## config.mk

```make
export PLATFORM = sky130hd
export DESIGN_NAME = mem_ctrl_burst_flat
export DESIGN_NICKNAME = d
export VERILOG_FILES = /design/src/rtl/mem_ctrl_burst_pkg.sv /design/src/rtl/mem_ctrl_burst_if.sv /design/src/rtl/mem_ctrl_burst_arbiter.sv /design/src/rtl/mem_ctrl_burst.sv /design/src/flat_wrapper.sv
export SDC_FILE = /design/constraint.sdc
export NUM_CORES = 1
export LEC_CHECK = 0
export CAP_MARGIN = 20
export CORE_MARGIN = 2
export CORE_UTILIZATION = 35
export DETAILED_ROUTE_END_ITERATION = 10
export PLACE_DENSITY = 0.63
export SYNTH_ARGS = -nofsm -noshare
export SYNTH_HDL_FRONTEND = slang
export SYNTH_SLANG_ARGS = --single-unit
```

## constraint.sdc

```tcl
create_clock -name clk -period 3.4 [get_ports clk]
set_input_delay 1.02 -clock clk [delete_from_list [all_inputs] [get_ports clk]]
set_output_delay 1.02 -clock clk [all_outputs]
set_load 0.05 [all_outputs]
```

## src/rtl/mem_ctrl_burst_pkg.sv

```systemverilog
// Shared types and helpers for the byte-serial burst memory controller:
// FSM state encoding, load/store size codes, IO region tag, size and extension helpers.
package mem_ctrl_burst_pkg;

    typedef enum logic [1:0] {
        S_IDLE = 2'd0,
        S_DATA = 2'd1,
        S_INST = 2'd2
    } state_e;

    localparam logic [2:0] F3_B  = 3'b000;
    localparam logic [2:0] F3_H  = 3'b001;
    localparam logic [2:0] F3_W  = 3'b010;
    localparam logic [2:0] F3_BU = 3'b100;
    localparam logic [2:0] F3_HU = 3'b101;

    localparam logic [1:0] IO_REGION_HI = 2'b11;

    // Number of RAM bytes moved by one granted access.
    function automatic logic [7:0] byte_count(input logic is_inst, input logic [2:0] f3,
                                              input int line_words);
        if (is_inst) begin
            return 8'(4 * line_words);
        end
        case (f3)
            F3_B, F3_BU: return 8'd1;
            F3_H, F3_HU: return 8'd2;
            default:     return 8'd4;
        endcase
    endfunction

    function automatic logic [31:0] load_extend(input logic [31:0] raw, input logic [2:0] f3);
        case (f3)
            F3_B:    return {{24{raw[7]}}, raw[7:0]};
            F3_H:    return {{16{raw[15]}}, raw[15:0]};
            F3_BU:   return {24'h0, raw[7:0]};
            F3_HU:   return {16'h0, raw[15:0]};
            default: return raw;
        endcase
    endfunction

endpackage

```

## src/rtl/mem_ctrl_burst_if.sv

```systemverilog
// Client-side bundle of the controller: LSB data port, icache refill port, flush and busy.
interface mem_ctrl_burst_if #(
    parameter int ADDR_W     = 32,
    parameter int LINE_WORDS = 4,
    parameter int ID_W       = 3
);
    logic                    d_req;
    logic                    d_we;
    logic [ADDR_W-1:0]       d_addr;
    logic [31:0]             d_wdata;
    logic [2:0]              d_funct3;
    logic [ID_W-1:0]         d_id;
    logic                    d_done;
    logic [31:0]             d_rdata;
    logic [ID_W-1:0]         d_id_out;

    logic                    i_req;
    logic [ADDR_W-1:0]       i_addr;
    logic                    i_done;
    logic [32*LINE_WORDS-1:0] i_line;
    logic [ADDR_W-1:0]       i_addr_out;

    logic                    flush;
    logic                    busy;

    modport master (
        output d_req, d_we, d_addr, d_wdata, d_funct3, d_id,
        input  d_done, d_rdata, d_id_out,
        output i_req, i_addr,
        input  i_done, i_line, i_addr_out,
        output flush,
        input  busy
    );

    modport slave (
        input  d_req, d_we, d_addr, d_wdata, d_funct3, d_id,
        output d_done, d_rdata, d_id_out,
        input  i_req, i_addr,
        output i_done, i_line, i_addr_out,
        input  flush,
        output busy
    );

endinterface

```

## src/rtl/mem_ctrl_burst_arbiter.sv

```systemverilog
// Grant selection between data and instruction requests.
// MEM_CTRL_RR_EN selects round-robin; otherwise data always wins.
module mem_ctrl_arbiter (
    input  logic d_req_i,
    input  logic i_req_i,
    input  logic last_inst_i,
    output logic gnt_d_o,
    output logic gnt_i_o
);

`ifdef MEM_CTRL_RR_EN
    // On contention the port that was not granted last goes first.
    always_comb begin
        gnt_d_o = d_req_i && (!i_req_i || last_inst_i);
        gnt_i_o = i_req_i && (!d_req_i || !last_inst_i);
    end
`else
    logic unused_last;

    assign unused_last = last_inst_i;
    assign gnt_d_o     = d_req_i;
    assign gnt_i_o     = i_req_i && !d_req_i;
`endif

endmodule

```

## src/rtl/mem_ctrl_burst.sv

```systemverilog
// Byte-serial RAM controller arbitrating LSB accesses and icache line refills.
// Define MEM_CTRL_RR_EN for round-robin arbitration instead of data-first priority.
module mem_ctrl_burst
    import mem_ctrl_burst_pkg::*;
#(
    parameter int         ADDR_W     = 32,
    parameter int         LINE_WORDS = 4,
    parameter int         ID_W       = 3,
    parameter logic [1:0] IO_HI      = IO_REGION_HI
) (
    input  logic              clk,
    input  logic              rst_in,
    input  logic              rdy_in,
    input  logic              io_buffer_full,
    input  logic [7:0]        mem_din,
    output logic [7:0]        mem_dout,
    output logic [ADDR_W-1:0] mem_aout,
    output logic              mem_wr,
    mem_ctrl_burst_if.slave   bus
);

    localparam int LINE_W = 32 * LINE_WORDS;
    localparam int LINE_B = 4 * LINE_WORDS;

    state_e              state_q;
    logic [7:0]          cnt_q;
    logic [7:0]          nbytes_q;
    logic [ADDR_W-1:0]   addr_q;
    logic                we_q;
    logic [2:0]          f3_q;
    logic [23:0]         wdata_q;
    logic [ID_W-1:0]     id_q;
    logic [LINE_W-1:0]   line_q;
    logic [LINE_W-1:0]   line_d;
    logic [ADDR_W-1:0]   mem_aout_q;
    logic [7:0]          mem_dout_q;
    logic                wr_q;
    logic                d_done_q;
    logic [31:0]         d_rdata_q;
    logic [ID_W-1:0]     d_id_out_q;
    logic                i_done_q;
    logic [LINE_W-1:0]   i_line_q;
    logic [ADDR_W-1:0]   i_addr_out_q;
    logic                last_inst_q;
    logic                gnt_d;
    logic                gnt_i;
    logic                stall;

    mem_ctrl_arbiter u_arb (
        .d_req_i     (bus.d_req),
        .i_req_i     (bus.i_req),
        .last_inst_i (last_inst_q),
        .gnt_d_o     (gnt_d),
        .gnt_i_o     (gnt_i)
    );

    assign stall = (state_q == S_DATA) && we_q && (addr_q[17:16] == IO_HI) && io_buffer_full;

    // mem_din carries byte cnt_q-1: the RAM answers one cycle after the address.
    always_comb begin
        line_d = line_q;
        for (int b = 0; b < LINE_B; b++) begin
            if (cnt_q == 8'(b + 1)) begin
                line_d[b*8 +: 8] = mem_din;
            end
        end
    end

    always_ff @(posedge clk) begin
        if (rst_in) begin
            state_q      <= S_IDLE;
            cnt_q        <= '0;
            nbytes_q     <= '0;
            addr_q       <= '0;
            we_q         <= 1'b0;
            f3_q         <= '0;
            wdata_q      <= '0;
            id_q         <= '0;
            line_q       <= '0;
            mem_aout_q   <= '0;
            mem_dout_q   <= '0;
            wr_q         <= 1'b0;
            d_done_q     <= 1'b0;
            d_rdata_q    <= '0;
            d_id_out_q   <= '0;
            i_done_q     <= 1'b0;
            i_line_q     <= '0;
            i_addr_out_q <= '0;
            last_inst_q  <= 1'b1;
        end else if (rdy_in) begin
            d_done_q <= 1'b0;
            i_done_q <= 1'b0;
            case (state_q)
                S_IDLE: begin
                    // Requests stay high through the done cycle, so no grant then.
                    if (!d_done_q && !i_done_q) begin
                        if (gnt_d) begin
                            state_q     <= S_DATA;
                            addr_q      <= bus.d_addr;
                            we_q        <= bus.d_we;
                            f3_q        <= bus.d_funct3;
                            id_q        <= bus.d_id;
                            nbytes_q    <= byte_count(1'b0, bus.d_funct3, LINE_WORDS);
                            cnt_q       <= '0;
                            line_q      <= '0;
                            mem_aout_q  <= bus.d_addr;
                            last_inst_q <= 1'b0;
                            if (bus.d_we) begin
                                mem_dout_q <= bus.d_wdata[7:0];
                                wdata_q    <= bus.d_wdata[31:8];
                                wr_q       <= 1'b1;
                            end
                        end else if (gnt_i) begin
                            state_q     <= S_INST;
                            addr_q      <= bus.i_addr;
                            we_q        <= 1'b0;
                            nbytes_q    <= byte_count(1'b1, F3_W, LINE_WORDS);
                            cnt_q       <= '0;
                            line_q      <= '0;
                            mem_aout_q  <= bus.i_addr;
                            last_inst_q <= 1'b1;
                        end
                    end
                end
                S_DATA: begin
                    if (we_q) begin
                        if (!stall) begin
                            if (cnt_q == nbytes_q - 8'd1) begin
                                wr_q       <= 1'b0;
                                d_done_q   <= 1'b1;
                                d_id_out_q <= id_q;
                                cnt_q      <= '0;
                                state_q    <= S_IDLE;
                            end else begin
                                cnt_q      <= cnt_q + 8'd1;
                                mem_aout_q <= mem_aout_q + ADDR_W'(1);
                                mem_dout_q <= wdata_q[7:0];
                                wdata_q    <= {8'h00, wdata_q[23:8]};
                            end
                        end
                    end else if (cnt_q == nbytes_q) begin
                        d_done_q   <= 1'b1;
                        d_rdata_q  <= load_extend(line_d[31:0], f3_q);
                        d_id_out_q <= id_q;
                        cnt_q      <= '0;
                        state_q    <= S_IDLE;
                    end else begin
                        cnt_q  <= cnt_q + 8'd1;
                        line_q <= line_d;
                        if (cnt_q < nbytes_q - 8'd1) begin
                            mem_aout_q <= mem_aout_q + ADDR_W'(1);
                        end
                    end
                end
                S_INST: begin
                    // Flush beats the final capture: the partial line is dropped.
                    if (bus.flush) begin
                        cnt_q   <= '0;
                        state_q <= S_IDLE;
                    end else if (cnt_q == nbytes_q) begin
                        i_done_q     <= 1'b1;
                        i_line_q     <= line_d;
                        i_addr_out_q <= addr_q;
                        cnt_q        <= '0;
                        state_q      <= S_IDLE;
                    end else begin
                        cnt_q  <= cnt_q + 8'd1;
                        line_q <= line_d;
                        if (cnt_q < nbytes_q - 8'd1) begin
                            mem_aout_q <= mem_aout_q + ADDR_W'(1);
                        end
                    end
                end
                default: state_q <= S_IDLE;
            endcase
        end
    end

    assign mem_wr         = wr_q && rdy_in && !stall;
    assign mem_aout       = mem_aout_q;
    assign mem_dout       = mem_dout_q;
    assign bus.d_done     = d_done_q;
    assign bus.d_rdata    = d_rdata_q;
    assign bus.d_id_out   = d_id_out_q;
    assign bus.i_done     = i_done_q;
    assign bus.i_line     = i_line_q;
    assign bus.i_addr_out = i_addr_out_q;
    assign bus.busy       = (state_q != S_IDLE);

endmodule

```

## src/flat_wrapper.sv

```systemverilog
// flat-port wrapper written by rule: the top's interface ports become plain ports
module mem_ctrl_burst_flat import mem_ctrl_burst_pkg::*;
#(
    parameter int         ADDR_W     = 32,
    parameter int         LINE_WORDS = 4,
    parameter int         ID_W       = 3,
    parameter logic [1:0] IO_HI      = IO_REGION_HI
)
  (clk, rst_in, rdy_in, io_buffer_full, mem_din, mem_dout, mem_aout, mem_wr, bus_d_req, bus_d_we, bus_d_addr, bus_d_wdata, bus_d_funct3, bus_d_id, bus_d_done, bus_d_rdata, bus_d_id_out, bus_i_req, bus_i_addr, bus_i_done, bus_i_line, bus_i_addr_out, bus_flush, bus_busy);
  mem_ctrl_burst_if #(.ADDR_W(ADDR_W), .LINE_WORDS(LINE_WORDS), .ID_W(ID_W)) bus_i ();
  input  logic clk;
  input  logic rst_in;
  input  logic rdy_in;
  input  logic io_buffer_full;
  input  logic [7:0] mem_din;
  output logic [7:0] mem_dout;
  output logic [ADDR_W-1:0] mem_aout;
  output logic mem_wr;
  input wire logic [$bits(bus_i.d_req)-1:0] bus_d_req;
  input wire logic [$bits(bus_i.d_we)-1:0] bus_d_we;
  input wire logic [$bits(bus_i.d_addr)-1:0] bus_d_addr;
  input wire logic [$bits(bus_i.d_wdata)-1:0] bus_d_wdata;
  input wire logic [$bits(bus_i.d_funct3)-1:0] bus_d_funct3;
  input wire logic [$bits(bus_i.d_id)-1:0] bus_d_id;
  output wire logic [$bits(bus_i.d_done)-1:0] bus_d_done;
  output wire logic [$bits(bus_i.d_rdata)-1:0] bus_d_rdata;
  output wire logic [$bits(bus_i.d_id_out)-1:0] bus_d_id_out;
  input wire logic [$bits(bus_i.i_req)-1:0] bus_i_req;
  input wire logic [$bits(bus_i.i_addr)-1:0] bus_i_addr;
  output wire logic [$bits(bus_i.i_done)-1:0] bus_i_done;
  output wire logic [$bits(bus_i.i_line)-1:0] bus_i_line;
  output wire logic [$bits(bus_i.i_addr_out)-1:0] bus_i_addr_out;
  input wire logic [$bits(bus_i.flush)-1:0] bus_flush;
  output wire logic [$bits(bus_i.busy)-1:0] bus_busy;
  assign bus_i.d_req = bus_d_req;
  assign bus_i.d_we = bus_d_we;
  assign bus_i.d_addr = bus_d_addr;
  assign bus_i.d_wdata = bus_d_wdata;
  assign bus_i.d_funct3 = bus_d_funct3;
  assign bus_i.d_id = bus_d_id;
  assign bus_d_done = bus_i.d_done;
  assign bus_d_rdata = bus_i.d_rdata;
  assign bus_d_id_out = bus_i.d_id_out;
  assign bus_i.i_req = bus_i_req;
  assign bus_i.i_addr = bus_i_addr;
  assign bus_i_done = bus_i.i_done;
  assign bus_i_line = bus_i.i_line;
  assign bus_i_addr_out = bus_i.i_addr_out;
  assign bus_i.flush = bus_flush;
  assign bus_busy = bus_i.busy;
  mem_ctrl_burst #(.ADDR_W(ADDR_W), .LINE_WORDS(LINE_WORDS), .ID_W(ID_W), .IO_HI(IO_HI)) u_core (.clk(clk), .rst_in(rst_in), .rdy_in(rdy_in), .io_buffer_full(io_buffer_full), .mem_din(mem_din), .mem_dout(mem_dout), .mem_aout(mem_aout), .mem_wr(mem_wr), .bus(bus_i));
endmodule
```

==> flow_summary.json, run 1 <==
{
  "status": "finished, final reports clean",
  "synth_top_area_share_pct": 46.68,
  "grt_pass1_wl_um": 104300,
  "yosys-top-cells-area": "dfxtp_1 (47%), nor2_1 (8.2%), mux2i_1 (7.4%), a211oi_1 (6.6%), a22oi_1 (5.6%)",
  "worst_path_max_delay_cell": "clkdlybuf4s50_1",
  "synth_seq_cells": 443,
  "cts_buffers": 50,
  "n_antenna_cell": 0,
  "fin_skew_ns": 0.02958,
  "cts_num_sinks": 443,
  "hold_viol": 0,
  "grt_setup_unrepaired": "no",
  "worst_path_dominant_cell_family": "buffers and inverters",
  "power.internal_uw": 9365,
  "drc": 0,
  "core.rowCount": 85,
  "comb_power_share_pct": 14.8,
  "place.gp.congestion": 0.8887,
  "synth_edf_count": 0,
  "final_cells": 3250,
  "p_clk_share_pct": 42.8,
  "portBuffers": 356,
  "wl_um": 69090,
  "place_area_um2": 23610,
  "start_kind": "input pin",
  "clock_latency_ns": 0.61,
  "dp_hpwl_um": 48130,
  "synth_fp_nets": 2341,
  "tightest_slew_ns": 0.9451,
  "wl_per_cell_um": 21.26,
  "layout-drive-gt1-share_pct": 9.201,
  "syn_inst": 2204,
  "vias": 18000,
  "async_reset_ff_share_pct": 0,
  "fin_nets": 2657,
  "drt_pass1_iterations": 6,
  "vdd_drop_max_uv": 337.0,
  "max_slew_margin_pct": 37.00,
  "fmax_mhz": 302.3,
  "cp.arrival_ns": 2.29,
  "fillers": 4988,
  "period_minus_slack_ns": 3.308,
  "cts_hold_buffers": 0,
  "avgViaCountPerCell": 5.539,
  "cpPeakStageDelay_ns": 0.46,
  "path_clk_slew_ns": 0.05,
  "swShare_pct": 28.10,
  "grt_pass1_vias": 17260,
  "coreArea_um2": 53710,
  "path_cells": "clkdlybuf4s50_1 -> nand3_1 -> or2_2 -> and3_1 -> buf_4",
  "synth_cell_types": 66,
  "stdcell_area_um2": 25320,
  "crit_path_end_kind": "output port",
  "grt_use_total_pct": 23.74,
  "critPathMaxFanout": 3,
  "netlist_area_um2": 19000,
  "pwr-share-seq_pct": 42.4,
  "cts_max_path_buffers": 3,
  "fp.dieArea_um2": 56160,
  "worstSetupPathType": "in2out",
  "setup_viol": 0,
  "cts_root_buf": "clkbuf_16",
  "finalPower_uw": 13020,
  "antenna_found_initial": 4,
  "cts_tree": "yes",
  "fin_util_pct": 47.15,
  "io_pins": 357,
  "drv_slew": 0,
  "ctsHtreeMaxLevel": 2,
  "post-route-period-util_pct": 97.28,
  "detail-route-antenna-nets": 0,
  "fp.dieH_um": 237.0,
  "p_sw_uw": 3660,
  "syn_avg_cell_area_um2": 8.620,
  "grt_overflow": 0,
  "power_density_nw_per_um2": 514.4,
  "synth_top_area_cell": "dfxtp_1",
  "first_iter_violations": 1788,
  "ys_seq_area_share_pct": 46.68,
  "die_w_um": 237.0,
  "min_path_type": "reg2reg",
  "synth_warnings": 0,
  "p_leak_uw": 0.009210,
  "hold_slack_ns": 0.4532,
  "post_cts_buffers": 0,
  "crit_required_ns": 2.38,
  "grt_max_degree": 193,
  "cap_violations": 0,
  "cp_num_buf_inv": 2,
  "placed_cells": 3163,
  "initial_core_util_pct": 35.37,
  "area_growth_pct": 33.29,
  "synth_top_flop_cell": "dfxtp_1"
}
-- cells by family (layout without fill, tap and decap cells) --
kind of cell | Yosys count | count (layout) | synth area share [%]
AO/OA/AOI/OAI | 552 | 552 | 20.67
adder cells (fa/ha/maj) | 19 | 19 | 1.251
buffers and inverters | 214 | 564 | 4.268
flip-flops | 443 | 443 | 46.68
AND/OR/NAND/NOR | 801 | 801 | 17.81
XOR/XNOR | 10 | 10 | 0.4610
multiplexers | 165 | 165 | 8.858
-- cells in the final DEF (no fill, tap or decap), drive strengths merged, types with 7 or more instances in the layout --
master	netlist	final
dfxtp	443	443
nor2	417	417
clkdlybuf4s50	0	352
nand2	209	209
a211oi	167	167
a22oi	141	141
mux2i	140	140
buf	34	103
a21oi	97	97
clkbuf	157	69
nand3	65	65
o21ai	31	31
nor3	27	27
mux2	25	25
a311oi	24	24
inv	22	24
a21o	19	19
ha	19	19
a31oi	15	15
and2	15	15
nand4	14	14
and3	11	11
clkinv	1	10
o221a	9	9
a41oi	7	7
or3	7	7
nor4	7	7
-- worst min-delay path: stages (launching register included) --
cell	delay (ns)
dfxtp_1	0.30
nand2_1	0.05
a21oi_1	0.05
-- metrics by stage --
step	setup slack, ns	setup TNS (ns)
final	0.09250	0
after global routing	0.02945	0
after CTS	0.09273	0
after detailed placement	-0.06341	-0.1398
after global placement	0.02369	0
after floorplan	0.5523	0
-- layout make-up --
type	instances	area [um2]	area share, %
sequential	443	8869	35.02
clock inverter	17	279.0	1.102
inverter	23	86.33	0.3409
clock buffer	69	1403	5.539
multi-input combinational	1547	9368	36.99
tap	696	870.8	3.439
timing repair buffer	455	4447	17.56
-- synthesized netlist by cell type, drive strengths merged (4+ instances only) --
library cell and instances:
o32ai 5, xnor2 6, nor2 417, nand3 65, mux2i 140, nand4 14, buf 34, nor3 27
xor2 4, nor4 7, clkbuf 157, nor4b 5, nand2 209, and2 15, a22oi 141, o22ai 4
a21o 19, or3 7, a31oi 15, inv 22, nor2b 6, mux2 25, ha 19, o211ai 5
a21oi 97, a311oi 24, o221a 9, dfxtp 443, o21ai 31, and3 11, a211oi 167, or2 6
a41oi 7
-- final timing paths --
path | cells past startpoint | slack (ns) | endpoint | from
worst max-delay path | 5 | 0.09 | mem_wr | io_buffer_full
worst min-delay path | 2 | 0.45 | u_core.id_q[2] | u_core.id_q[2]
worst max register to register | 12 | 0.27 | u_core.mem_aout[3] | u_core.nbytes_q[2]
worst min register to register | 2 | 0.45 | u_core.id_q[2] | u_core.id_q[2]
-- power groups by stage --
stage / sequential [uW] / combinational [uW] / clock [uW]
final: 5530 / 1930 / 5570
after global routing: 5540 / 2040 / 5870
after CTS: 5530 / 1900 / 5660
after detailed placement: 5640 / 1900 / 0
after global placement: 5640 / 1870 / 0
after floorplan: 5920 / 807 / 0
-- metal layers --
layer | vias to the layer above | track usage, % | part of all wire, %
met1 | 8599 | 32.72 | 44
met2 | 756 | 36.64 | 44
met5 | - | 0 | 0.055
li1 | 8508 | - | -
met4 | 6 | 7.384 | 2.7
met3 | 134 | 5.642 | 8.6
-- registers in the layout, summed over array words and instances, names as in the netlist, 4 cells and up --
| register | flops |
|---|---|
| u_core.bus.i_line | 128 |
| u_core.line_q | 128 |
| u_core.addr_q | 32 |
| u_core.bus.d_rdata | 32 |
| u_core.bus.i_addr_out | 32 |
| u_core.mem_aout | 32 |
| u_core.wdata_q | 24 |
| u_core.cnt_q | 8 |
| u_core.mem_dout | 8 |
| u_core.nbytes_q | 4 |
-- what timing repair did --
item | CTS | global route
resized for setup | 0 | 1
hold endpoints to repair | 0 | 0
endpoints found under the setup margin | 0 | 1
Note: power is estimated with default switching activity, not from simulation.
==> run 2, diff against run 1 <==
Clock period 3.4 ns to 4.2 ns, I/O delays scaled along.
==> flow_summary.json, run 2 (synthesis results as in run 1) <==
{
  "tightest_slew_ns": 1.210,
  "period_minus_slack_ns": 3.825,
  "critPathMaxFanout": 6,
  "cts_max_path_buffers": 3,
  "setup_viol": 0,
  "core.rowCount": 85,
  "crit_path_end_kind": "output port",
  "multiInputGateArea_um2": 9365,
  "cts_hold_buffers": 0,
  "antenna_found_initial": 5,
  "seqCellArea_um2": 8869,
  "fin_util_pct": 46.11,
  "cts_buffers": 50,
  "area_growth_pct": 30.36,
  "fin_skew_ns": 0.03391,
  "ctsResizeCount": 0,
  "coreArea_um2": 53710,
  "grt_use_met1_pct": 32.29,
  "wl_per_cell_um": 21.17,
  "dp_hpwl_um": 45830,
  "dp_slack_ns": 0.3446,
  "layout-drive-gt1-share_pct": 7.034,
  "portBuffers": 356,
  "grt_max_degree": 197,
  "min_path_type": "reg2reg",
  "busiest_layer": "met2",
  "cap_violations": 0,
  "fin_nets": 2600,
  "worst_path_max_delay_cell": "clkdlybuf4s50_1",
  "grt_use_total_pct": 23.36,
  "grt_pass1_wl_um": 102700,
  "fillers": 5128,
  "cts_tree": "yes",
  "grt_pass1_vias": 17000,
  "path_clk_slew_ns": 0.06,
  "grtUsageMet2_pct": 36.49,
  "setup_tns_ns": 0,
  "post-route-period-util_pct": 91.08,
  "final_common_cell": "dfxtp_1",
  "avgViaCountPerCell": 5.561,
  "drt_pass1_iterations": 5,
  "drc": 0,
  "placed_cells": 3107,
  "clock_latency_ns": 0.62,
  "power_density_nw_per_um2": 416.4,
  "vdd_drop_max_uv": 372.2,
  "final_cell_mix": "dfxtp_1 (443), nor2_1 (416), clkdlybuf4s50_1 (353)",
  "fmax_mhz": 261.4,
  "hold_viol": 0,
  "status": "finished, final reports clean",
  "start_kind": "input pin",
  "max_slew_margin_pct": 19.36,
  "cpPeakStageDelay_ns": 0.46,
  "final_cells": 3200,
  "grt_setup_unrepaired": "no",
  "post_cts_buffers": 0,
  "first_iter_violations": 1261,
  "p_leak_uw": 0.008853,
  "fp.dieH_um": 237.0,
  "io_pins": 357,
  "drv_slew": 0,
  "die_w_um": 237.0,
  "cts_root_buf": "clkbuf_16",
  "setup_ws_ns": 0.3748,
  "crit_required_ns": 2.94,
  "path_cells": "clkdlybuf4s50_1 -> nand3_1 -> or2_2 -> and3_1 -> buf_4",
  "vias": 17800,
  "grt_overflow": 0,
  "wl_um": 67750,
  "cp.arrival_ns": 2.57,
  "ctsHtreeMaxLevel": 2,
  "worst_path_dominant_cell_family": "buffers and inverters",
  "place.gp.congestion": 0.9137,
  "fp.dieArea_um2": 56160,
  "initial_core_util_pct": 35.37,
  "cp_num_buf_inv": 2,
  "detail-route-antenna-nets": 0,
  "worstSetupPathType": "in2out",
  "cts_num_sinks": 443,
  "use_met3_pct": 5.013
}
run 2: power breakdown:
group / internal, uW / switching, uW / leakage, uW
clock network: 2510 / 1830 / 0.000790
logic: 490 / 1000 / 0.00448
registers: 4340 / 134 / 0.00359
total: 7340 / 2970 / 0.00885
run 2: through the flow:
stage	power (uW)	instance area [um2]	hold slack (ns)
after floorplan	5443	19000	0.4322
after global placement	6018	23140	0.4407
after detailed placement	6040	23140	0.4435
after CTS	10360	24760	0.4519
after global routing	10660	24770	0.4691
final	10310	24770	0.4531
run 2: per-layer routing:
metal,wire length [um],part of all wire [%]
met3,5142,7.6
met5,27,0.040
met2,30520,45
met4,1614,2.4
met1,30450,45
run 2: path summary, 6_finish.rpt:
check,from,end,slack (ns),cells after the start
worst min register to register,u_core.addr_q[12],u_core.bus.i_addr_out[12],0.45,2
worst max-delay path,io_buffer_full,mem_wr,0.37,5
worst min-delay path,u_core.addr_q[12],u_core.bus.i_addr_out[12],0.45,2
worst max register to register,u_core.nbytes_q[1],u_core.mem_aout[13],0.74,12
run 2: layout make-up:
cell class | instances | share of cell area [%]
inverters | 23 | 0.3486
repair buffers | 398 | 15.95
clock buffers | 76 | 5.850
diodes | 2 | 0.02021
well taps | 696 | 3.516
clock inverters | 15 | 0.6871
flip-flops and latches | 443 | 35.81
multi-input cells | 1547 | 37.81
run 2: worst register-to-register path, cell delays in order (launching register included):
cell and delay [ns]:
dfxtp_1 0.38, inv_1 0.08, ha_1 0.20, ha_1 0.22, xnor2_1 0.13, ha_1 0.20, a21oi_1 0.15, o21a_1 0.14
a21bo_2 0.26, o31ai_4 0.47, nand3_1 0.39, or4b_1 0.57, a31oi_1 0.16
==> run 3, diff against run 2 <==
Settings changed: SYNTH_HIERARCHICAL set to 1.
==> flow_summary.json, run 3 <==
{
  "ctsHtreeMaxLevel": 2,
  "crit_path_end_kind": "output port",
  "ctsResizeCount": 0,
  "layout-drive-gt1-share_pct": 8.076,
  "first_iter_violations": 1348,
  "hold_slack_ns": 0.4416,
  "start_kind": "input pin",
  "die_w_um": 236.6,
  "grt_pass1_vias": 17170,
  "fin_skew_ns": 0.01933,
  "syn_inst": 2258,
  "clock_latency_ns": 0.58,
  "use_met3_pct": 3.800,
  "cts_buffers": 49,
  "fp.dieH_um": 236.6,
  "finalPower_uw": 10310,
  "cap_violations": 0,
  "cts_root_buf": "clkbuf_16",
  "cp.arrival_ns": 2.53,
  "status": "finished, final reports clean",
  "vias": 17980,
  "cpPeakStageDelay_ns": 0.47,
  "grt_use_met1_pct": 29.02,
  "final_cell_mix": "dfxtp_1 (443), nor2_1 (420), clkdlybuf4s50_1 (353)",
  "busiest_layer": "met2",
  "detail-route-antenna-nets": 0,
  "tightest_slew_ns": 0.9679,
  "fp.dieArea_um2": 55990,
  "power_density_nw_per_um2": 415.9,
  "dp_hpwl_um": 43870,
  "cts_hold_buffers": 0,
  "portBuffers": 356,
  "cts_tree": "yes",
  "avgViaCountPerCell": 5.510,
  "p_leak_uw": 0.008410,
  "max_slew_margin_pct": 35.48,
  "cts_max_path_buffers": 3,
  "setup_viol": 0,
  "fin_nets": 2664,
  "synth_fp_nets": 2395,
  "final_common_cell": "dfxtp_1",
  "grt_max_degree": 113,
  "area_growth_pct": 30.88,
  "cts_num_sinks": 443,
  "fmax_mhz": 264.1,
  "synth_warnings": 6,
  "grt_overflow": 0,
  "drc": 0,
  "initial_core_util_pct": 35.27,
  "path_cells": "clkdlybuf4s50_1 -> nand4_1 -> and3_1 -> buf_12",
  "period_minus_slack_ns": 3.787,
  "min_path_type": "reg2reg",
  "grt_pass1_wl_um": 99100,
  "wl_um": 64350,
  "path_clk_slew_ns": 0.06,
  "vdd_drop_max_uv": 307.2,
  "drv_slew": 0,
  "post_cts_buffers": 0,
  "wl_per_cell_um": 19.72,
  "worst_path_max_delay_cell": "clkdlybuf4s50_1",
  "hold_viol": 0,
  "antenna_found_initial": 4,
  "syn_avg_cell_area_um2": 8.388,
  "grtUsageMet2_pct": 35.94,
  "coreArea_um2": 53710,
  "crit_required_ns": 2.94,
  "core.rowCount": 85,
  "netlist_area_um2": 18940,
  "place.gp.congestion": 0.9069,
  "drt_pass1_iterations": 6,
  "post-route-period-util_pct": 90.16,
  "grt_setup_unrepaired": "no",
  "worstSetupPathType": "in2out",
  "critPathMaxFanout": 4,
  "io_pins": 357,
  "grt_use_total_pct": 22.18
}
[run 3: final cells by class]
type	count	area [um2]
timing repair buffer	410	4116
fill	5081	28920
clock buffer	69	1391
antenna	4	10.01
multi-input combinational	1608	9285
clock inverter	18	190.2
inverter	15	56.30
tap	696	870.8
sequential	443	8869
[run 3: final timing paths]
check / endpoint / cells past startpoint / startpoint / slack (ns)
worst min register to register: u_core/bus.i_addr_out[15] / 2 / u_core/addr_q[15] / 0.44
worst max-delay path: mem_wr / 4 / io_buffer_full / 0.41
worst max register to register: u_core/mem_aout[7] / 12 / u_core/nbytes_q[1] / 0.91
worst min-delay path: u_core/bus.i_addr_out[15] / 2 / u_core/addr_q[15] / 0.44
[run 3: stage by stage]
stage / setup WS (ns) / TNS (ns) / cells / cell area, um2 / util, %
floorplan: 0.9727 / 0 / 2258 / 18940 / -
global placement: 0.07800 / 0 / 3172 / 23200 / 43.19
detailed placement: -0.05291 / -0.3508 / 3172 / 23200 / 43.19
CTS: 0.4253 / 0 / 3259 / 24780 / 46.14
global route: 0.3496 / 0 / 3263 / 24790 / 46.15
finish: 0.4132 / 0 / 3263 / 24790 / 46.15
[run 3: layer usage]
metal	vias to the layer above	share of wire, %
met4	0	3.8
met1	8571	43
met3	150	6.9
met2	697	47
li1	8561	-
met5	-	0
[run 3: where the power goes]
| part | switching (uW) | internal, uW | total, uW |
|---|---|---|---|
| Sequential | 128 | 4340 | 4470 |
| Combinational | 1030 | 529 | 1560 |
| Clock | 1790 | 2490 | 4280 |
| Total | 2950 | 7360 | 10300 |
[run 3: worst max-delay path, delay by kind of cell]
family,cells,cell delay (ns)
buf+inv,2,0.64
simple gates,2,0.63
